<file path="src/rtl/npc_ctrl.sv">
// ---------------------------------------------------------------------------
// npc_ctrl -- multi-cycle sequencer for the NPC execute datapath.
//
// Accepts one instruction at a time from fetch (valid/ready), walks it through
// FETCH -> DECODE -> EXEC -> WB, drives the ALU decode fields from the latched
// instruction register, captures the ALU result and issues at most one
// register-file write per instruction. Owns the PC, the retired-instruction
// counter and the sticky halt/illegal status flags.
//
// Ports:
//   clk, rst_n                 core clock, asynchronous active-low reset
//   inst_valid, inst           instruction offer from fetch
//   inst_ready                 high while waiting in FETCH
//   pc                         address of the current instruction
//   alu_oc, alu_funct3,        ALU controls decoded from the latched IR
//   alu_imm, rs1_addr
//   alu_result                 ALU output, captured in EXEC
//   rf_we, rf_waddr, rf_wdata  register-file write port (WB only)
//   halt, illegal              sticky status flags
//   retire_cnt                 count of retired instructions
//
// Configuration macro: NPC_CTRL_ILLEGAL_TRAP_EN
//   defined   -> unsupported instructions trap (illegal = halt = 1, go HALT)
//   undefined -> unsupported instructions retire as NOPs, illegal tied to 0
// ---------------------------------------------------------------------------
module npc_ctrl #(
  parameter logic [31:0] RESET_PC = 32'h8000_0000
) (
  input  logic        clk,
  input  logic        rst_n,
  input  logic        inst_valid,
  input  logic [31:0] inst,
  output logic        inst_ready,
  output logic [31:0] pc,
  output logic [6:0]  alu_oc,
  output logic [2:0]  alu_funct3,
  output logic [31:0] alu_imm,
  output logic [4:0]  rs1_addr,
  input  logic [31:0] alu_result,
  output logic        rf_we,
  output logic [4:0]  rf_waddr,
  output logic [31:0] rf_wdata,
  output logic        halt,
  output logic        illegal,
  output logic [31:0] retire_cnt
);

  typedef enum logic [2:0] {
    ST_FETCH  = 3'd0,
    ST_DECODE = 3'd1,
    ST_EXEC   = 3'd2,
    ST_WB     = 3'd3,
    ST_HALT   = 3'd4
  } state_t;

  localparam logic [6:0]  OP_IMM    = 7'b001_0011;
  localparam logic [2:0]  F3_ADDI   = 3'b000;
  localparam logic [31:0] EBREAK_IW = 32'h0010_0073;

  // Instruction classification helpers, evaluated on the latched IR.
  function automatic logic is_addi(input logic [31:0] iw);
    is_addi = (iw[6:0] == OP_IMM) && (iw[14:12] == F3_ADDI);
  endfunction

  function automatic logic is_ebreak(input logic [31:0] iw);
    is_ebreak = (iw == EBREAK_IW);
  endfunction

  state_t      state_r;
  state_t      state_s;
  logic [31:0] ir_r;
  logic [31:0] result_r;
  logic [31:0] pc_r;
  logic [31:0] retire_r;
  logic        rf_we_r;
  logic [4:0]  rf_waddr_r;
  logic        halt_r;
  logic        handshake_s;
  logic        to_halt_s;

  assign handshake_s = (state_r == ST_FETCH) && inst_valid;
  // Taken only from DECODE; the trap build also routes unsupported opcodes here.
  assign to_halt_s   = (state_r == ST_DECODE) && (state_s == ST_HALT);

  // Next-state selection for the instruction sequencer.
  always_comb begin
    state_s = state_r;
    case (state_r)
      ST_FETCH: begin
        if (inst_valid) begin
          state_s = ST_DECODE;
        end else begin
          state_s = ST_FETCH;
        end
      end
      ST_DECODE: begin
        if (is_addi(ir_r)) begin
          state_s = ST_EXEC;
        end else if (is_ebreak(ir_r)) begin
          state_s = ST_HALT;
        end else begin
`ifdef NPC_CTRL_ILLEGAL_TRAP_EN
          state_s = ST_HALT;
`else
          // Unsupported instruction retires as a NOP without a write.
          state_s = ST_WB;
`endif
        end
      end
      ST_EXEC:  state_s = ST_WB;
      ST_WB:    state_s = ST_FETCH;
      ST_HALT:  state_s = ST_HALT;
      default:  state_s = ST_FETCH;
    endcase
  end

  // Sequencer state register.
  always_ff @(posedge clk or negedge rst_n) begin
    if (!rst_n) begin
      state_r <= ST_FETCH;
    end else begin
      state_r <= state_s;
    end
  end

  // Instruction register: loaded only on the fetch handshake.
  always_ff @(posedge clk or negedge rst_n) begin
    if (!rst_n) begin
      ir_r <= 32'h0000_0000;
    end else if (handshake_s) begin
      ir_r <= inst;
    end
  end

  // ALU result capture in EXEC; this flop is the write-data source in WB.
  always_ff @(posedge clk or negedge rst_n) begin
    if (!rst_n) begin
      result_r <= 32'h0000_0000;
    end else if (state_r == ST_EXEC) begin
      result_r <= alu_result;
    end
  end

  // Register-file write strobe/address, set on the EXEC->WB edge so they are
  // high for exactly the WB cycle. The NOP path enters WB from DECODE and
  // therefore never raises the strobe.
  always_ff @(posedge clk or negedge rst_n) begin
    if (!rst_n) begin
      rf_we_r    <= 1'b0;
      rf_waddr_r <= 5'd0;
    end else if (state_r == ST_EXEC) begin
      rf_we_r    <= (ir_r[11:7] != 5'd0);
      rf_waddr_r <= ir_r[11:7];
    end else begin
      rf_we_r    <= 1'b0;
    end
  end

  // PC and retire counter advance once per retired instruction (in WB).
  always_ff @(posedge clk or negedge rst_n) begin
    if (!rst_n) begin
      pc_r     <= RESET_PC;
      retire_r <= 32'h0000_0000;
    end else if (state_r == ST_WB) begin
      pc_r     <= pc_r + 32'd4;
      retire_r <= retire_r + 32'd1;
    end
  end

  // Sticky halt flag, set on entry to HALT.
  always_ff @(posedge clk or negedge rst_n) begin
    if (!rst_n) begin
      halt_r <= 1'b0;
    end else if (to_halt_s) begin
      halt_r <= 1'b1;
    end
  end

`ifdef NPC_CTRL_ILLEGAL_TRAP_EN
  logic illegal_r;

  // Sticky illegal flag: HALT entered from DECODE by something other than ebreak.
  always_ff @(posedge clk or negedge rst_n) begin
    if (!rst_n) begin
      illegal_r <= 1'b0;
    end else if (to_halt_s && !is_ebreak(ir_r)) begin
      illegal_r <= 1'b1;
    end
  end

  assign illegal = illegal_r;
`else
  assign illegal = 1'b0;
`endif

  assign inst_ready = (state_r == ST_FETCH);
  assign pc         = pc_r;
  assign retire_cnt = retire_r;
  assign halt       = halt_r;
  assign rf_we      = rf_we_r;
  assign rf_waddr   = rf_waddr_r;
  assign rf_wdata   = result_r;

  // Decode fields follow the IR, so they only change at a handshake.
  assign alu_oc     = ir_r[6:0];
  assign alu_funct3 = ir_r[14:12];
  assign alu_imm    = {{20{ir_r[31]}}, ir_r[31:20]};
  assign rs1_addr   = ir_r[19:15];

endmodule
</file>
<file path="config.mk">
export PLATFORM = sky130hd
export DESIGN_NAME = npc_ctrl
export DESIGN_NICKNAME = d
export VERILOG_FILES = /design/src/rtl/npc_ctrl.sv
export SDC_FILE = /design/constraint.sdc
export NUM_CORES = 1
export LEC_CHECK = 0
export ABC_AREA = 1
export BUFFER_PORTS_ARGS = -buffer_cell sky130_fd_sc_hd__buf_2
export CAP_MARGIN = 20
export CORE_ASPECT_RATIO = 1.1
export CORE_MARGIN = 1.5
export CORE_UTILIZATION = 52
export DETAILED_ROUTE_END_ITERATION = 10
export PLACE_DENSITY_LB_ADDON = 0.3
export SYNTH_ARGS = -nofsm -noshare
export SYNTH_HDL_FRONTEND = slang
export SYNTH_SLANG_ARGS = --single-unit
</file>
<file path="constraint.sdc">
create_clock -name clk -period 1.7 [get_ports clk]
set_input_delay 0.085 -clock clk [delete_from_list [all_inputs] [get_ports clk]]
set_output_delay 0.085 -clock clk [all_outputs]
set_load 0.005 [all_outputs]
</file>
==> results of run 1 <==
[stage by stage]
step / setup WS, ps / utilization / std cells / instance area (sq um)
CTS: 59.71 / 0.7075 / 1331 / 9348
floorplan: 284.0 / - / 910 / 7043
global placement: 118.9 / 0.6071 / 1234 / 8021
finish: 112.8 / 0.7102 / 1332 / 9384
global route: 6.716 / 0.7102 / 1332 / 9384
detailed placement: 73.81 / 0.6071 / 1234 / 8021
[report_power, final]
| part | internal (mW) | switching, mW | total (mW) |
|---|---|---|---|
| Sequential | 4.23 | 0.798 | 5.03 |
| Clock | 2.78 | 1.40 | 4.18 |
| Combinational | 1.84 | 2.20 | 4.04 |
| Total | 8.86 | 4.40 | 13.3 |
[registers in the layout, indices dropped and copies added (netlist names)]
name / cells
pc: 30
rf_we: 1
halt: 1
retire_cnt: 32
rf_waddr: 5
ir_r: 32
rf_wdata: 32
state_r: 3
[area by class of cell]
class	instances	area share
clock buffer	19	0.04720
clock inverter	12	0.02373
inverter	70	0.02827
multi-input combinational	639	0.3152
sequential	136	0.3632
tap	161	0.02147
timing repair buffer	295	0.2009
[cell families after synthesis]
logic type      synth area share
simple gates              0.3287
flops                     0.4839
buf+inv                  0.09995
xor+xnor                 0.03361
mux                      0.03841
compound gates           0.01138
fa+ha+maj               0.003556
other cells            0.0005330
[Yosys cell counts (2+ instances only)]
cell / instances
nand3_2: 3
inv_2: 2
nand3b_1: 2
mux2_2: 23
dfrtp_1: 135
nand4_1: 18
xnor2_1: 14
xor2_1: 13
buf_4: 50
nor2_4: 2
inv_1: 68
clkbuf_1: 8
nor2_2: 2
nor3b_1: 2
nand2_1: 370
o21ai_0: 7
buf_2: 7
a21oi_1: 9
nor2_1: 114
nand3_1: 33
nor3_1: 18
ha_1: 2
[timing repair]
action,CTS,global route
resized for setup,0,11
hold buffers,66,0
endpoints found under the setup margin,0,16
endpoints found under the hold margin,200,0
setup buffers,0,1
[worst max-delay path: stages, from the launching register on]
cell and delay, ps:
dfrtp_1 410, buf_4 160, nor2_4 220, nand3_2 210
nor2_2 220, nand4_1 120, nand2_1 80, nand2_1 50
[per-layer routing]
layer | track usage | share of wire
met3 | 0.07077 | 0.072
met2 | 0.4745 | 0.49
met1 | 0.3601 | 0.41
met5 | 0 | 0
met4 | 0.1096 | 0.022
[path summary, 6_finish.rpt]
check	from	slack, ps	end
min in group clk	alu_result[19]	400	rf_wdata[19]$_DFFE_PN0P_
hold reg to reg	halt$_DFFE_PN0P_	470	halt$_DFFE_PN0P_
hold / removal	rst_n	140	retire_cnt[15]$_DFFE_PN0N_
max in group asynchronous	rst_n	920	state_r[0]$_DFF_PN0_
setup reg to reg	state_r[2]$_DFF_PN0_	110	retire_cnt[18]$_DFFE_PN0N_
setup / recovery	state_r[2]$_DFF_PN0_	110	retire_cnt[18]$_DFFE_PN0N_
==> key figures, run 1 <==
Run status
  • Status: complete, no violations

Synth
  • Leading area contributor after synthesis: dfrtp_1
  • Share of synthesized area occupied by flip-flops and latches: 0.4839
  • Ranking of synthesized cells by area: dfrtp_1, nand2_1, nor2_1
  • Area of the mapped netlist: just over 7000 sq um
  • Cell variety after synth: 28
  • Number of standard cells after synthesis: 908
  • Number of flops mapped to enable cells by yosys: 0
  • YS warnings: 0
  • Avg Synthesized Cell Area: 7.748 sq um
  • Top cell type's share of synthesized area: 0.4802
  • Share of synthesized registers carrying an async set or reset: 1.000
  • Number of synthesized register bits: between 100 and 150
  • Post-synth top flop: dfrtp_1

Global routing
  • Gr ovfl total: 0
  • Vias in the first global route: 6738
  • Overall track demand over capacity in global routing: 0.2858
  • Largest net degree at the start of global routing: 60
  • Initial antenna violation count: 0
  • Wire length of the first global-routing pass: 32440 um

Flow run
  • Max-cap violations: 0

Layout
  • Area Growth Syn to Fin: 33.38%
  • Total of fill cells in the finished design: approximately 970
  • Total number of nets in the final design: around 1200
  • Proportion of layout cells with a drive suffix above 1: 0.2570
  • Area used by multi-input combinational logic: approximately 3000 sq um
  • Antenna cell count: 0
  • Area taken by flip-flops and latches: 3408 sq um
  • Commonest non-fill, non-tap cell in the layout: nand2_1
  • Top library cells by usage in the layout, fill and taps aside: nand2_1, buf_2, dfrtp_1, nor2_1, inv_1

Floorplanning
  • Number of I/O pins: 219
  • Area of the die: between 10000 and 15000 sq um
  • Core Region: approximately 13000 sq um
  • Vertical extent of the die: between 100 and 150 um
  • Starting density of the core: 0.5325
  • Die span in x: roughly 110 um
  • Num rows: 44

Clock tree
  • Cts bufs inserted: 17
  • Insertion delay of the later-clocked pin in the worst-skew pair: 420 ps
  • Buffer cell driving the clock tree root: clkbuf_16
  • Clock slew at reported path FFs: about 60 ps
  • Clock tree from TritonCTS: yes
  • Maximum clock path buffer count: 2
  • Clock Sink Count: about 140
  • Max H-tree Level: 4

Timing
  • Number of endpoints failing setup at the final stage: 0
  • Setup clock skew after layout: 8.835 ps
  • Fin crit period: 1587 ps
  • Hold Slack: ~140 ps
  • Total count of hold-check failures in the final report: 0
  • Setup repair after global routing missed its margin: false
  • Transition at the pin with the smallest max-transition slack: 554.6 ps
  • Post-route clock period utilization: 0.9336
  • Highest Clock Rate: 0.6301 GHz
  • Slew Limit Headroom: 0.6274
  • Total Neg Setup Slack: 0 ps
  • Pins over their slew limit: 0

Detailed routing
  • Detail Route Antenna Nets: 0
  • Number of detailed-routing iterations run before antenna repair: 5
  • Drt total wl: 19480 um
  • Number of DRC markers in iteration 0: 511
  • Via density per instance: between 5 and 6
  • Number of vias after detailed routing: just under 7000
  • Final routed wire length divided by cell count: 14.63 um
  • DRC viols: 0

Pwr
  • Power density normalized to cell area: about 1400 nW/um^2
  • Worst vdd ir: 0.9643 mV
  • Leakage component of the power: 4.792 nW
  • Total power: between 10 and 15 mW

Critical path
  • Crit Path Max Fanout: 7
  • Length in cells of the worst reg-to-reg path: 7
  • Critical Path Start Type: register
  • Worst Path Required: around 2000 ps
  • Arrival time of data at the critical path endpoint: between 1500 and 2000 ps
  • Critical path type: register to register
  • Worst setup EP type: register

Min path
  • Path class of the lowest-slack min-delay path: primary input to async pin

Placement
  • Count of buffers inserted at the top-level ports: 215
  • Global placement routability congestion: just under 0.9
  • Final HPWL from detailed placement: 12550 um
(Power assumes the default switching activity.)
==> run 2: changes to the inputs <==
ABC_AREA = default   (was 1)
CORE_UTILIZATION = 50   (was 52)
==> run 2 against run 1 <==
Clock power increased by 4%. Wire length fell by 24%. First-iteration DRC count down 60%. Via count decreased by 31%. Core utilization grew 0.82 points. Synthesized area fell by 13%. Worst setup slack got worse by 38 ps. Highest routed layer unchanged. Global-route usage fell by 4.8 points. Non-clock buffer count is 18 higher. Critical endpoint is now state_r[1]$_DFF_PN0_. Cell area fell by 7.9%.
==> key figures, run 2 <==
Synth
  • Leading area contributor after synthesis: dfrtp_1 (unchanged)
  • Number of synthesized register bits: 136 (unchanged)
  • Ranking of synthesized cells by area: dfrtp_1, mux2_2, xnor2_1 (was dfrtp_1, nand2_1, nor2_1)
  • Share of the synthesized area in compound gates (AO/OA/AOI/OAI): 0.006504 (was 0.01138)
  • Top-count cell post-synth: dfrtp_1 (was nand2_1)
  • Cell variety after synth: 40 (was 28)
  • Number of standard cells after synthesis: 483 (was 908)
  • Commonest cells post-synth: dfrtp_1, mux2_2, buf_4, xnor2_1, nand4_1 (was nand2_1, dfrtp_1, nor2_1)
  • Simple logic cell fraction of the synthesized area: 0.1402 (was 0.3287)
  • Top cell type's share of synthesized area: 0.5488 (was 0.4802)
  • Dominant combinational cell family by area after synthesis: simple AND/OR/NAND/NOR gates (unchanged)
  • Share of synthesized area occupied by flip-flops and latches: 0.5530 (was 0.4839)
  • Post-synthesis adder-cell area fraction: 0.004065 (was 0.003557)
  • Proportion of synthesized area in mux cells: 0.1262 (was 0.03841)
  • Share of synthesized registers carrying an async set or reset: 1.000 (unchanged)
  • Avg Synthesized Cell Area: 12.75 sq um (was 7.748 sq um)
  • XOR/XNOR share of the synthesized area: 0.08537 (was 0.03361)
  • Post-synth top flop: dfrtp_1 (unchanged)
  • YS warnings: 0 (unchanged)
  • Number of flops mapped to enable cells by yosys: 0 (unchanged)
  • Area of the mapped netlist: 6156 sq um (was 7035 sq um)

Layout
  • Post-route cell area: 8646 sq um (was 9384 sq um)
  • Area Growth Syn to Fin: 40.45% (was 33.38%)
  • Total of fill cells in the finished design: 812 (was 967)
  • Proportion of layout cells with a drive suffix above 1: 0.4816 (was 0.2570)
  • Top library cells by usage in the layout, fill and taps aside: buf_2, dfrtp_1, mux2_2, dlygate4sd3_1, xnor2_1 (was nand2_1, buf_2, dfrtp_1, nor2_1, inv_1)
  • Total number of nets in the final design: 818 (was 1228)
  • Commonest non-fill, non-tap cell in the layout: buf_2 (was nand2_1)
  • Antenna cell count: 0 (unchanged)

Detailed routing
  • DRC viols: 0 (unchanged)
  • Number of DRC markers in iteration 0: 202 (was 511)
  • Drt total wl: 14720 um (was 19480 um)
  • Via density per instance: 5.120 (was 5.087)
  • Number of vias after detailed routing: 4690 (was 6776)
  • Number of detailed-routing iterations run before antenna repair: 4 (was 5)
  • Final routed wire length divided by cell count: 16.07 um (was 14.63 um)
  • Detail Route Antenna Nets: 0 (unchanged)

Floorplanning
  • Die span in x: 108.8 um (was 113.9 um)
  • Core Region: 12030 sq um (was 13210 sq um)
  • Number of I/O pins: 219 (unchanged)
  • Vertical extent of the die: 119.4 um (was 125.0 um)
  • Area of the die: 12990 sq um (was 14240 sq um)
  • Num rows: 42 (was 44)
  • Starting density of the core: 0.5115 (was 0.5325)

Global routing
  • Largest net degree at the start of global routing: 56 (was 60)
  • Overall track demand over capacity in global routing: 0.2379 (was 0.2858)
  • Wire length of the first global-routing pass: 23440 um (was 32440 um)
  • Vias in the first global route: 4773 (was 6738)
  • Gr ovfl total: 0 (unchanged)
  • Initial antenna violation count: 0 (unchanged)

Timing
  • Hold Slack: 151.3 ps (was 135.2 ps)
  • Post-route clock period utilization: 0.9562 (was 0.9336)
  • Setup clock skew after layout: 7.542 ps (was 8.835 ps)
  • Pins over their slew limit: 0 (unchanged)
  • Highest Clock Rate: 0.6152 GHz (was 0.6301 GHz)
  • Total count of hold-check failures in the final report: 0 (unchanged)
  • Setup repair after global routing missed its margin: true (was false)
  • Total Neg Setup Slack: 0 ps (unchanged)
  • Fin crit period: 1626 ps (was 1587 ps)
  • Number of endpoints failing setup at the final stage: 0 (unchanged)

Clock tree
  • Clock tree from TritonCTS: yes (unchanged)
  • Clock Sink Count: 136 (unchanged)
  • Maximum clock path buffer count: 2 (unchanged)
  • Clock slew at reported path FFs: 50 ps (was 60 ps)
  • Max H-tree Level: 4 (unchanged)
  • Cts bufs inserted: 17 (unchanged)
  • Insertion delay of the later-clocked pin in the worst-skew pair: 420 ps (about the same)
  • Buffer cell driving the clock tree root: clkbuf_16 (unchanged)

Critical path
  • Critical path type: register to register (unchanged)
  • Critical Path Start Type: register (unchanged)
  • Worst setup EP type: register (unchanged)
  • Arrival time of data at the critical path endpoint: 1910 ps (was 1890 ps)
  • Crit Path Max Fanout: 3 (was 7)
  • Worst Path Required: 1980 ps (was 2000 ps)

Placement
  • Global placement routability congestion: 0.7765 (was 0.8913)
  • Placed instance area: 7227 sq um (was 8021 sq um)
  • Final HPWL from detailed placement: 9672 um (was 12550 um)
  • Count of buffers inserted at the top-level ports: 215 (unchanged)

Pwr
  • Cell internal pwr: 9.614 mW (was 8.857 mW)
  • Worst vdd ir: 1.319 mV (was 0.9643 mV)
  • Power density normalized to cell area: 1560 nW/um^2 (was 1413 nW/um^2)
  • Net Sw Frac: 0.2872 (was 0.3320)
  • Leakage component of the power: 4.252 nW (was 4.792 nW)
  • Proportion of power drawn by flip-flops and latches: 0.371 (was 0.379)
  • Psw: 3.873 mW (was 4.401 mW)
  • Relative contribution of the clock network to total power: 0.322 (was 0.316)
  • Power share of the combinational group: 0.307 (was 0.305)

Min path
  • Path class of the lowest-slack min-delay path: primary input to async pin (unchanged)

Flow run
  • Max-cap violations: 0 (unchanged)

Run status
  • Status: complete, no violations (unchanged)
## run 2: metal layers
metal  vias up  GRT usage  wire (um)
li1       2172          -          -
met1      2326     0.2745       5648
met2       161     0.4112       7895
met3        31    0.06349        806
met4         0     0.1012        366
met5         -          0          0
## run 2: stage by stage
stage          cells  utilization  total power, mW  setup WS [ps]
2_1_floorplan    485            -            7.717          80.18
6_report         916       0.7184            13.49          74.44
3_5_place_dp     815       0.6005            8.931         -106.1
4_1_cts          913       0.7143            13.45          13.59
3_3_place_gp     815       0.6005            8.765         -130.7
5_1_grt          916       0.7184            14.19         -23.34
## run 2: cell type report
type | instances | area [sq um] | area share
multi-input cells | 276 | 2277 | 0.2634
repair buffers | 313 | 2051 | 0.2372
inverters | 5 | 18.77 | 0.002171
clock inverters | 13 | 246.5 | 0.02851
clock buffers | 19 | 452.9 | 0.05239
well taps | 154 | 192.7 | 0.02229
flip-flops and latches | 136 | 3407 | 0.3941
## run 2: path summary, 6_finish.rpt
kind / start / to / slack [ps] / cells past startpoint
worst max-delay path: ir_r[13]$_DFFE_PN0P_ / state_r[1]$_DFF_PN0_ / 70 / 6
worst min-delay path: rst_n / retire_cnt[13]$_DFFE_PN0N_ / 150 / 2
worst max register to register: ir_r[13]$_DFFE_PN0P_ / state_r[1]$_DFF_PN0_ / 70 / 6
worst min register to register: retire_cnt[31]$_DFFE_PN0N_ / retire_cnt[31]$_DFFE_PN0N_ / 470 / 1
max in group asynchronous: rst_n / pc[31]$_DFFE_PN1N_ / 910 / 3
min in group clk: inst_valid / state_r[0]$_DFF_PN0_ / 280 / 5
## run 2: critical path: stages, from the launching register on
cell and delay, ps:
dfrtp_1 410, nor4b_2 330, buf_4 170, nand4_1 120, nor4_2 220, buf_4 180
o31ai_2 60
## run 2: timing repair
item	4_1_cts	5_1_grt
resized for setup	2	7
pin swaps	1	4
endpoints found under the hold margin	199	0
buffers inserted	1	3
endpoints found under the setup margin	33	84
hold buffers	65	0
## run 2: cell families (layout without fill, tap and decap cells)
logic type	after synthesis	in the layout
and+or+nand+nor	136	136
xor gates and xnor gates	60	60
adders and majority gates	2	2
muxes	69	69
buffers and inverters	73	350
AOI/OAI and AO/OA	6	6
other	1	3
DFF	136	136
## run 2: power by group through the flow
stage          clock [mW]  combinational (mW)  sequential (mW)
2_1_floorplan           0                2.74             4.97
3_3_place_gp            0                3.83             4.94
3_5_place_dp            0                3.93             5.00
4_1_cts              4.40                4.07             4.98
5_1_grt              4.56                4.48             5.14
6_report             4.34                4.14             5.00
